--- src/rtl/sm_controller.sv ---
// Instruction-sequencing Moore FSM for the simple datapath.
// Walks each accepted instruction through its load/write cycles.
module sm_controller (
  input  logic       clk,
  input  logic       reset_n,
  input  logic       s,
  input  logic [2:0] opcode,
  input  logic [1:0] op,
  output logic       w,
  output logic [2:0] nsel,
  output logic [1:0] vsel,
  output logic       loada,
  output logic       loadb,
  output logic       loadc,
  output logic       loads,
  output logic       asel,
  output logic       bsel,
  output logic       write,
  output logic       err
);

  typedef enum logic [2:0] {
    S_WAIT,
    S_DECODE,
    S_WR_IMM,
    S_GET_A,
    S_GET_B,
    S_EXEC,
    S_CMP_S,
    S_WR_REG
  } state_e;

  state_e     state_q, state_d;
  logic [4:0] ins_q, ins_d;
  logic       err_q, err_d;

  logic is_movi;
  logic is_movr;
  logic is_mvn;
  logic is_alu;
  logic is_cmp;
  logic accept;

  // Instruction class decode from the captured instruction fields.
  always_comb begin
    is_movi = (ins_q == 5'b110_10);
    is_movr = (ins_q == 5'b110_00);
    is_mvn  = (ins_q == 5'b101_11);
    is_alu  = (ins_q[4:2] == 3'b101) && (ins_q[1:0] != 2'b11);
    is_cmp  = (ins_q == 5'b101_01);
    accept  = (state_q == S_WAIT) && s;
  end

  // State, captured instruction and sticky error registers.
  always_ff @(posedge clk or negedge reset_n) begin
    if (!reset_n) begin
      state_q <= S_WAIT;
      ins_q   <= 5'b0;
      err_q   <= 1'b0;
    end else begin
      state_q <= state_d;
      ins_q   <= ins_d;
      err_q   <= err_d;
    end
  end

  // Next state, instruction capture and error flag update.
  always_comb begin
    state_d = state_q;
    ins_d   = ins_q;
    err_d   = err_q;
    case (state_q)
      S_WAIT: begin
        if (s) begin
          state_d = S_DECODE;
          ins_d   = {opcode, op};
          err_d   = 1'b0;
        end
      end
      S_DECODE: begin
        unique case (1'b1)
          is_movi:          state_d = S_WR_IMM;
          is_movr | is_mvn: state_d = S_GET_B;
          is_alu:           state_d = S_GET_A;
          default: begin
            state_d = S_WAIT;
            err_d   = 1'b1;
          end
        endcase
      end
      S_WR_IMM: state_d = S_WAIT;
      S_GET_A:  state_d = S_GET_B;
      S_GET_B:  state_d = is_cmp ? S_CMP_S : S_EXEC;
      S_EXEC:   state_d = S_WR_REG;
      S_CMP_S:  state_d = S_WAIT;
      S_WR_REG: state_d = S_WAIT;
      default:  state_d = S_WAIT;
    endcase
  end

  // Moore outputs decoded from the current state.
  always_comb begin
    w     = 1'b0;
    nsel  = 3'b000;
    vsel  = 2'b00;
    loada = 1'b0;
    loadb = 1'b0;
    loadc = 1'b0;
    loads = 1'b0;
    asel  = 1'b0;
    bsel  = 1'b0;
    write = 1'b0;
    err   = err_q;
    case (state_q)
      S_WAIT: w = 1'b1;
      S_WR_IMM: begin
        nsel  = 3'b100;
        vsel  = 2'b10;
        write = 1'b1;
      end
      S_GET_A: begin
        nsel  = 3'b100;
        loada = 1'b1;
      end
      S_GET_B: begin
        nsel  = 3'b001;
        loadb = 1'b1;
      end
      S_EXEC: begin
        loadc = 1'b1;
        asel  = is_movr;
      end
      S_CMP_S: loads = 1'b1;
      S_WR_REG: begin
        nsel  = 3'b010;
        write = 1'b1;
      end
      default: ;
    endcase
  end

endmodule

--- config.mk ---
export PLATFORM = sky130hd
export DESIGN_NAME = sm_controller
export DESIGN_NICKNAME = d
export VERILOG_FILES = /design/src/rtl/sm_controller.sv
export SDC_FILE = /design/constraint.sdc
export NUM_CORES = 1
export LEC_CHECK = 0
export BUFFER_PORTS_ARGS = -buffer_cell sky130_fd_sc_hd__buf_4
export CAP_MARGIN = 20
export CORE_UTILIZATION = 45
export CTS_BUF_LIST = sky130_fd_sc_hd__clkbuf_4 sky130_fd_sc_hd__clkbuf_8
export DETAILED_ROUTE_END_ITERATION = 10
export MAX_ROUTING_LAYER = met4
export PLACE_DENSITY = 0.78
export SLEW_MARGIN = 5
export SYNTH_ARGS = -nofsm -noshare
export SYNTH_HDL_FRONTEND = slang
export SYNTH_SLANG_ARGS = --single-unit
--- constraint.sdc ---
create_clock -name clk -period 1.2 [get_ports clk]
set_input_delay 0 -clock clk [delete_from_list [all_inputs] [get_ports clk]]
set_output_delay 0 -clock clk [all_outputs]
set_load 0.05 [all_outputs]
==> summary.txt, run 1 <==
Logic synthesis
  – Xor/xnor cell area share of the yosys netlist: 0%
  – Simple logic cell fraction of the synthesized area: 28.7%
  – Compound-cell area share of the yosys netlist: 12.7%
  – Number of register bits inferred by synthesis: 9
  – Post-Synthesis Cells: 61
  – Arithmetic-cell share of the synthesized area counting full adders, half adders and majority gates: 0%
  – Unique masters post-synth: 31
  – Post-Synthesis Mean Instance Area: 10.3 um^2
  – Sequential fraction of the synthesis area: 35.9%
  – Share of synthesized area spent on multiplexers: 12.0%
  – Main combinational cell family by area after synthesis: simple AND/OR/NAND/NOR gates
  – Mapped cell area: 628 um^2
  – Ys Warns: 0

Clock tree
  – Root Buffer: sky130_fd_sc_hd__clkbuf_4
  – Depth of the CTS H-tree: 1
  – Clock sink count: 9
  – Clock Tree Buf Depth: 2
  – TritonCTS buffer count: 3

Run status
  – Last stage reached: global routing
  – Run status: did not finish
  – Tool error message: [ERROR DPL-0038] Utilization greater than 100%, impossible to legalize

Floorplan
  – Number of top-level pins: 22
  – Vert. Die Dim: 39.4 um
  – Initial Util: 48.3%
  – Die X: 39.4 um
  – Site Rows: 13

Placement
  – Pre-CTS setup slack: -0.119 ns
  – Count of input and output buffers: 19
  – Placer congestion estimate: 0.777
  – Detailed placer's ending HPWL: 1060 um

Timing
  – Endpoint with the least setup slack after the last repair: asel
  – Classification of the worst endpoint: output port

Global route
  – Pin count of the biggest net entering global routing: 10
## kinds of logic after synthesis
group                  count (synthesis)
AND/OR/NAND/NOR                       27
other                                  1
multiplexers                           5
AO/OA/AOI/OAI                         11
flip-flops                             9
buffers and inverters                  8
## what timing repair did
item / 4_1_cts
hold buffers: 6
pin swaps: 13
setup buffers: 9
endpoints found under the setup margin: 19
resized for setup: 41
hold endpoints to repair: 14
gates cloned: 1
## cell usage after synthesis
| library cell | n | area share [%] |
|---|---|---|
| sky130_fd_sc_hd__dfrtp_1 | 9 | 36 |
| sky130_fd_sc_hd__mux2_4 | 5 | 12 |
| sky130_fd_sc_hd__nor2_1 | 4 | 2.4 |
| sky130_fd_sc_hd__nor3_1 | 4 | 3.2 |
| sky130_fd_sc_hd__and2_1 | 3 | 3.0 |
| sky130_fd_sc_hd__buf_4 | 3 | 3.6 |
| sky130_fd_sc_hd__buf_6 | 3 | 5.4 |
| sky130_fd_sc_hd__nand2_1 | 3 | 1.8 |
| sky130_fd_sc_hd__a21boi_0 | 2 | 2.4 |
| sky130_fd_sc_hd__a21oi_1 | 2 | 1.6 |
| sky130_fd_sc_hd__inv_1 | 2 | 1.2 |
| sky130_fd_sc_hd__nand2b_1 | 2 | 2.0 |
| sky130_fd_sc_hd__a2111o_1 | 1 | 1.8 |
| sky130_fd_sc_hd__a2bb2oi_1 | 1 | 1.4 |
| sky130_fd_sc_hd__a31oi_1 | 1 | 1.0 |
| sky130_fd_sc_hd__and2_2 | 1 | 1.2 |
| sky130_fd_sc_hd__and3b_1 | 1 | 1.4 |
| sky130_fd_sc_hd__and4b_2 | 1 | 1.8 |
| sky130_fd_sc_hd__conb_1 | 1 | 0.60 |
| sky130_fd_sc_hd__nand2_2 | 1 | 1.0 |
| sky130_fd_sc_hd__nand4b_1 | 1 | 1.4 |
| sky130_fd_sc_hd__nor2b_1 | 1 | 1.0 |
| sky130_fd_sc_hd__nor3_4 | 1 | 2.6 |
| sky130_fd_sc_hd__nor3b_2 | 1 | 2.0 |
| sky130_fd_sc_hd__nor4b_1 | 1 | 1.4 |
| sky130_fd_sc_hd__nor4bb_1 | 1 | 1.6 |
| sky130_fd_sc_hd__o21ai_0 | 1 | 0.80 |
| sky130_fd_sc_hd__o22ai_1 | 1 | 1.0 |
| sky130_fd_sc_hd__o31ai_1 | 1 | 1.2 |
| sky130_fd_sc_hd__o32a_1 | 1 | 1.6 |
| sky130_fd_sc_hd__or2_2 | 1 | 1.0 |
## per-stage QoR
| step | std cells | area (um^2) | utilization (%) | setup TNS (ns) | hold WS [ns] |
|---|---|---|---|---|---|
| after global placement | 104 | 895 | 68.8 | -0.648 | -0.177 |
| after detailed placement | 104 | 895 | 68.8 | -0.898 | -0.177 |
| after floorplan | 62 | 684 | - | -2.97 | -0.296 |
| after CTS | 124 | 1210 | 93.1 | -2.14 | 0.0822 |
==> run 2, diff against run 1 <==
CORE_AREA = 2 2 63 65   (was default)
CORE_UTILIZATION = default   (was 45)
CTS_BUF_LIST = default   (was sky130_fd_sc_hd__clkbuf_4 sky130_fd_sc_hd__clkbuf_8)
DIE_AREA = 0 0 65 67   (was default)
MAX_ROUTING_LAYER = default   (was met4)
PLACE_DENSITY = default   (was 0.78)
PLACE_DENSITY_LB_ADDON = 0.15   (was default)
clock period = 1.6 ns   (was 1.2 ns; I/O delays follow)
==> run 2 against run 1 <==
Effect of this change: the run now ends clean; synthesized cell count unchanged; synthesized area unchanged.
==> summary.txt, run 2 <==
Logic synthesis
  – Post-Synthesis Mean Instance Area: 10.3 um^2 (unchanged)
  – Cell with the most instances after synthesis: sky130_fd_sc_hd__dfrtp_1 (unchanged)
  – Share of async-settable or async-resettable flops after synthesis: 100% (unchanged)
  – Number of flops mapped to enable cells by yosys: 0 (unchanged)
  – Post-Synthesis Cells: 61 (unchanged)
  – Sequential fraction of the synthesis area: 35.9% (unchanged)
  – Unique masters post-synth: 31 (unchanged)
  – Mapped cell area: 628 um^2 (unchanged)
  – Ys Warns: 0 (unchanged)
  – Top cells by area, synth: sky130_fd_sc_hd__dfrtp_1 36%, sky130_fd_sc_hd__mux2_4 12%, sky130_fd_sc_hd__buf_6 5.4% (unchanged)
  – Fraction of synthesized cell area taken by the top area cell type: 35.9% (unchanged)
  – Number of register bits inferred by synthesis: 9 (unchanged)
  – Area leader, netlist: sky130_fd_sc_hd__dfrtp_1 (unchanged)
  – Dominant register cell in the synthesized netlist: sky130_fd_sc_hd__dfrtp_1 (unchanged)
  – Synth top cells by count: 9 x sky130_fd_sc_hd__dfrtp_1, 5 x sky130_fd_sc_hd__mux2_4, 4 x sky130_fd_sc_hd__nor2_1, 4 x sky130_fd_sc_hd__nor3_1 (unchanged)

Timing
  – Total negative slack: 0 ns
  – Number of hold violations in the final report: 0
  – Final clock skew: 0.00518 ns
  – Count of final setup violators: 0
  – Share of the clock period used by the worst path after layout: 93.1%
  – Final critical delay including setup and external delays: 1.49 ns
  – Number of pins exceeding their max-slew limit in the final report: 0
  – Unrepaired setup endpoints after global routing: no
  – Maximum clock frequency: 0.672 GHz

Power and ir drop
  – Share of total power in the clock network: 13.9%
  – Final Total Pwr: 1920 uW
  – Share of power burned in combinational logic: 60.4%
  – Sw Pwr: 888 uW
  – PD cells: 2000 mW/mm^2
  – Leakage power summed over all cells: 0.000423 uW
  – Internal Pwr Total: 1030 uW
  – Switching share of power: 46.3%
  – Max VDD drop: 605 uV
  – Sequential fraction of design power: 25.7%

Drt
  – Antenna-violating nets left: 0
  – First-pass iteration count of the detailed router: 4
  – DR vias: 542
  – Post-Route WL: 1480 um
  – Initial drt markers: 11
  – Via-to-Cell Ratio: 3.96
  – Number of remaining DRC errors: 0
  – Avg WL per Cell: 10.8 um

Worst setup path
  – Crit path kind: flip-flop to output pin
  – Crit path from: state_q[0]$_DFFE_PN0P_
  – Data required time at the worst endpoint: 1.60 ns
  – Arrival @ worst endpoint: 1.49 ns
  – Slowest stage cell on the critical path: sky130_fd_sc_hd__dfrtp_2
  – Crit-path max cell delay: 0.43 ns
  – Cell type group with the largest total delay on the critical path: flip-flops
  – Dominant cell type by count on the critical path: sky130_fd_sc_hd__buf_4
  – Crit Path Max Fanout: 8
  – Bufs and invs on worst path: 2
  – Critical Path End Type: output pin
  – Origin of the critical flop-to-flop path: state_q[1]$_DFFE_PN0P_
  – Startpoint types: flip-flop
  – Series of cell instances along the critical path: buf_4 -> or2_2 -> a21boi_2 -> buf_4

Floorplan
  – Die area: 0.00436 mm^2
  – Initial Util: 17.4% (was 48.3%)
  – Site Rows: 22 (was 13)
  – Vert. Die Dim: 67 um (was 39.4 um)
  – Core Footprint: 0.00361 mm^2
  – Die X: 65 um (was 39.4 um)
  – Number of top-level pins: 22 (unchanged)

Run status
  – Run status: finished clean (was did not finish)

Clock tree
  – Latest clock arrival within the worst-skew pair: 0.23 ns
  – TritonCTS buffer count: 3 (unchanged)
  – Clock tree from TritonCTS: built
  – Clock Tree Buf Depth: 2 (unchanged)
  – Clock sink count: 9 (unchanged)
  – Depth of the CTS H-tree: 1 (unchanged)
  – Root Buffer: sky130_fd_sc_hd__clkbuf_8 (was sky130_fd_sc_hd__clkbuf_4)
  – Number of buffers inserted to repair setup after CTS: 0 (was 9)
  – Clock slew at the register clock pins of the worst setup and hold paths: 0.05 ns

Cells and area
  – Area growth from synthesis to layout: 53.0%
  – Final cell utilization of the core: 26.6%
  – Diode count: 0
  – Share of cells above drive strength 1: 50.6%
  – Highest-count cells in the layout ignoring fill and taps: 21 x sky130_fd_sc_hd__buf_4, 8 x sky130_fd_sc_hd__dfrtp_1, 6 x sky130_fd_sc_hd__dlygate4sd3_1
  – Final non-filler cell total: 137
  – Leading cell type in the layout, fill and taps excluded: sky130_fd_sc_hd__buf_4
  – Net count of the finished layout: 98
  – Max reg flops: 5
  – Count of filler cells inserted in the layout: 390
  – Register ranked first by flip-flop count: ins_q

Placement
  – Count of input and output buffers: 19 (unchanged)
  – Detailed placer's ending HPWL: 1180 um (was 1060 um)
  – Number of placed instances, taps included: 127 (was 104)
  – Placer congestion estimate: 0.733 (was 0.777)

Global route
  – Pin count of the biggest net entering global routing: 13
  – Total global routing track utilization: 7.72%
  – Initial antenna violation count: 0
  – Number of global-route vias before repair: 541
  – Total overflow reported by the global router: 0
  – Global-route wire length before repair: 2460 um

Min path
  – Worst min-delay path category: primary input to async pin

Run
  – Number of max-cap violations: 0
## run 2: cell counts after synthesis
No cell type changed its count.
## run 2: power groups by stage
stage | Combinational (uW) | Clock [uW] | Sequential [uW]
after global placement | 1140 | 0 | 485
after floorplan | 874 | 0 | 493
final | 1160 | 268 | 493
after global routing | 1250 | 287 | 517
after CTS | 1160 | 276 | 489
after detailed placement | 1140 | 0 | 485
## run 2: final cells by class
type	count	area, um^2	share of cell area, %
inverters	2	7.51	0.781
repair buffers	29	240	25.0
flip-flops and latches	9	226	23.6
clock inverters	1	5.00	0.521
well taps	48	60.1	6.25
clock buffers	3	41.3	4.30
multi-input cells	45	380	39.6
## run 2: metrics by stage
stage / area, um^2 / hold WS, ns / worst slack [ns]
finish: 961 / 0.120 / 0.111
global route: 961 / 0.137 / 0.00843
CTS: 943 / 0.122 / 0.0494
detailed placement: 831 / -0.164 / 0.187
global placement: 831 / -0.162 / 0.173
floorplan: 654 / -0.296 / -0.137
## run 2: cell families after synthesis
| family | Yosys count | share of synthesized area [%] |
|---|---|---|
| simple gates | 27 | 28.7 |
| buf+inv | 8 | 10.2 |
| other cells | 1 | 0.597 |
| mux | 5 | 12.0 |
| flops | 9 | 35.9 |
| compound gates | 11 | 12.7 |
## run 2: metal layers
| metal | vias up | GRT usage, % | wire, um |
|---|---|---|---|
| met3 | 2 | 2.36 | 90 |
| met4 | 0 | 4.79 | 9 |
| met1 | 251 | 9.57 | 741 |
| li1 | 270 | - | - |
| met2 | 19 | 11.6 | 643 |
| met5 | - | 0 | 0 |
## run 2: what timing repair did
item | in CTS | in global routing
hold buffers | 6 | 0
endpoints found under the setup margin | 1 | 1
endpoints found under the hold margin | 14 | 0
gates resized for setup | 1 | 4
## run 2: final timing paths
| kind | endpoint | slack, ns | cells after the start |
|---|---|---|---|
| setup / recovery | write | 0.11 | 4 |
| hold / removal | ins_q[3]$_DFFE_PN0P_ | 0.12 | 2 |
| min in group clk | err$_DFFE_PN0P_ | 0.13 | 3 |
| max in group asynchronous | state_q[0]$_DFFE_PN0P_ | 1.32 | 2 |
| setup reg to reg | ins_q[1]$_DFFE_PN0P_ | 0.19 | 3 |
| hold reg to reg | err$_DFFE_PN0P_ | 0.55 | 1 |
(Power assumes the default switching activity.)
==> run 3, diff against run 2 <==
HOLD_SLACK_MARGIN = 0.08   (was default)
REMOVE_ABC_BUFFERS = 1   (was default)
==> run 3 against run 2 <==
Effect of this change: clock skew shrank 0.0047 ns; clock-buffer cell count grew 1; clock power fell by 7%; global-route usage decreased by 0.24 points; cell count down 0.73%; setup slack got worse by 0.0024 ns; non-clock buffer count fell by 1; critical path type unchanged; largest cell class unchanged; largest power group unchanged.
==> summary.txt, run 3 (synthesized netlist as in run 2, its figures left out) <==
Placement
  – Placer congestion estimate: 0.679 (was 0.733)
  – Count of input and output buffers: 19 (unchanged)
  – Detailed placer's ending HPWL: 1150 um (was 1180 um)
  – Number of placed instances, taps included: 126 (was 127)
  – Placement Cell Area: 801 um^2 (was 831 um^2)

Clock tree
  – Clock sink count: 9 (unchanged)
  – Clock Tree Buf Depth: 2 (unchanged)
  – Latest clock arrival within the worst-skew pair: 0.22 ns (was 0.23 ns)
  – Root Buffer: sky130_fd_sc_hd__clkbuf_8 (unchanged)
  – Clock slew at the register clock pins of the worst setup and hold paths: 0.04 ns (was 0.05 ns)
  – Number of buffers inserted to repair setup after CTS: 0 (unchanged)
  – Clock tree from TritonCTS: built (unchanged)
  – Depth of the CTS H-tree: 1 (unchanged)
  – TritonCTS buffer count: 3 (unchanged)

Global route
  – Total overflow reported by the global router: 0 (unchanged)
  – Number of global-route vias before repair: 536 (was 541)
  – Pin count of the biggest net entering global routing: 13 (unchanged)
  – Initial antenna violation count: 0 (unchanged)
  – Total global routing track utilization: 7.47% (was 7.72%)
  – Global-route wire length before repair: 2460 um (unchanged)

Timing
  – Hold Slack: 0.140 ns (was 0.120 ns)
  – Count of final setup violators: 0 (unchanged)
  – Unrepaired setup endpoints after global routing: no (unchanged)
  – Maximum clock frequency: 0.670 GHz (was 0.672 GHz)
  – Final critical delay including setup and external delays: 1.49 ns (about the same)
  – Number of hold violations in the final report: 0 (unchanged)
  – Number of pins exceeding their max-slew limit in the final report: 0 (unchanged)
  – Final clock skew: 0.000489 ns (was 0.00518 ns)
  – Share of the clock period used by the worst path after layout: 93.2% (was 93.1%)

Floorplan
  – Die area: 0.00436 mm^2 (unchanged)
  – Initial Util: 17.4% (unchanged)
  – Die X: 65 um (unchanged)
  – Site Rows: 22 (unchanged)
  – Core Footprint: 0.00361 mm^2 (unchanged)
  – Vert. Die Dim: 67 um (unchanged)
  – Number of top-level pins: 22 (unchanged)

Worst setup path
  – Crit path kind: flip-flop to output pin (unchanged)
  – Critical Path End Type: output pin (unchanged)
  – Crit-path max cell delay: 0.41 ns (was 0.43 ns)
  – Data required time at the worst endpoint: 1.60 ns (about the same)
  – Cell type group with the largest total delay on the critical path: buffers and inverters (was flip-flops)
  – Dominant cell type by count on the critical path: sky130_fd_sc_hd__buf_4 (unchanged)
  – Arrival @ worst endpoint: 1.49 ns (about the same)
  – Bufs and invs on worst path: 2 (unchanged)
  – Series of cell instances along the critical path: buf_4 -> or2_2 -> a21boi_1 -> buf_4 (was buf_4 -> or2_2 -> a21boi_2 -> buf_4)
  – Slowest stage cell on the critical path: sky130_fd_sc_hd__dfrtp_1 (was sky130_fd_sc_hd__dfrtp_2)
  – Setup slack on the worst flop-to-flop path: 0.22 ns (was 0.19 ns)
  – Startpoint types: flip-flop (unchanged)
  – Crit Path Max Fanout: 11 (was 8)

Cells and area
  – Final cell utilization of the core: 25.7% (was 26.6%)
  – Net count of the finished layout: 97 (was 98)
  – Area growth from synthesis to layout: 47.8% (was 53.0%)
  – Count of filler cells inserted in the layout: 390 (unchanged)
  – Final non-filler cell total: 136 (was 137)
  – Register ranked first by flip-flop count: ins_q (unchanged)
  – Share of cells above drive strength 1: 44.3% (was 50.6%)
  – Max reg flops: 5 (unchanged)
  – Leading cell type in the layout, fill and taps excluded: sky130_fd_sc_hd__buf_4 (unchanged)
  – Highest-count cells in the layout ignoring fill and taps: 22 x sky130_fd_sc_hd__buf_4, 8 x sky130_fd_sc_hd__dfrtp_1, 6 x sky130_fd_sc_hd__dlygate4sd3_1 (was 21 x sky130_fd_sc_hd__buf_4, 8 x sky130_fd_sc_hd__dfrtp_1, 6 x sky130_fd_sc_hd__dlygate4sd3_1)
  – Diode count: 0 (unchanged)
  – Final Instance Area: 928 um^2 (was 961 um^2)

Drt
  – Initial drt markers: 22 (was 11)
  – Post-Route WL: 1440 um (was 1480 um)
  – Number of remaining DRC errors: 0 (unchanged)
  – First-pass iteration count of the detailed router: 3 (was 4)
  – Antenna-violating nets left: 0 (unchanged)
  – Avg WL per Cell: 10.6 um (was 10.8 um)
  – Via-to-Cell Ratio: 3.86 (was 3.96)
  – DR vias: 525 (was 542)

Power and ir drop
  – Leakage power summed over all cells: 0.000410 uW (was 0.000423 uW)
  – Share of total power in the clock network: 13.4% (was 13.9%)
  – Sw Pwr: 863 uW (was 888 uW)
  – Max VDD drop: 418 uV (was 605 uV)
  – Internal Pwr Total: 1010 uW (was 1030 uW)
  – Share of power burned in combinational logic: 59.6% (was 60.4%)
  – PD cells: 2020 mW/mm^2 (was 2000 mW/mm^2)
  – Switching share of power: 46.1% (was 46.3%)
  – Sequential fraction of design power: 27.0% (was 25.7%)

Run status
  – Run status: finished clean (unchanged)

Run
  – Number of max-cap violations: 0 (unchanged)

Min path
  – Worst min-delay path category: primary input to async pin (unchanged)
[run 3: cell count changes in the layout (fill, tap and decap cells not counted)]
cell                       change
sky130_fd_sc_hd__nor4bb_4      -1
sky130_fd_sc_hd__clkbuf_1      +1
sky130_fd_sc_hd__a21boi_2      -1
sky130_fd_sc_hd__nor2b_2       -1
sky130_fd_sc_hd__nor2b_1       +1
sky130_fd_sc_hd__nor4b_2       -1
sky130_fd_sc_hd__buf_4         +1
sky130_fd_sc_hd__nor4bb_2      +1
sky130_fd_sc_hd__buf_6         -2
sky130_fd_sc_hd__nor3_1        +2
sky130_fd_sc_hd__nor3_2        -2
sky130_fd_sc_hd__a21boi_1      +1
sky130_fd_sc_hd__clkinv_2      -1
sky130_fd_sc_hd__nor4b_4       +1
[run 3: metal layers]
metal | share of wire, % | GRT usage (%) | up-vias
met1 | 46 | 8.47 | 236
met3 | 4.5 | 1.18 | 2
li1 | - | - | 271
met5 | 0 | 0 | -
met2 | 48 | 13.0 | 16
met4 | 1.5 | 4.79 | 0
[run 3: cell type report]
cell class                      instances  area [um^2]  area share (%)
Inverter                                2         7.51           0.809
Timing Repair Buffer                   28          225            24.3
Sequential cell                         9          226            24.4
Clock buffer                            4         45.0            4.85
Multi-Input combinational cell         45          364            39.2
Tap cell                               48         60.1            6.47
[run 3: stage by stage]
stage | TNS [ns] | total power [uW] | setup WS (ns)
floorplan | -2.76 | 1250 | -0.646
global placement | 0 | 1590 | 0.225
detailed placement | 0 | 1580 | 0.211
CTS | 0 | 1860 | 0.0123
global route | 0 | 2000 | 0.00306
finish | 0 | 1870 | 0.109
[run 3: timing repair]
item | CTS | global route
gates resized for setup | 0 | 5
hold buffers | 6 | 0
setup endpoints to repair | 0 | 2
hold endpoints to repair | 14 | 0
[run 3: worst paths after layout]
path | to | from | cells past startpoint
worst max-delay path | write | state_q[2]$_DFFE_PN0P_ | 4
worst min-delay path | ins_q[3]$_DFFE_PN0P_ | reset_n | 2
worst max register to register | ins_q[3]$_DFFE_PN0P_ | state_q[1]$_DFFE_PN0P_ | 3
worst min register to register | err$_DFFE_PN0P_ | err$_DFFE_PN0P_ | 1
max in group asynchronous | ins_q[0]$_DFFE_PN0P_ | reset_n | 2
min in group clk | err$_DFFE_PN0P_ | s | 3
[run 3: power by group through the flow]
stage               clock network (uW)  registers [uW]  logic, uW
global placement                     0             494       1100
global route                       274             531       1190
CTS                                262             488       1110
finish                             250             506       1120
detailed placement                   0             491       1090
floorplan                            0             543        711
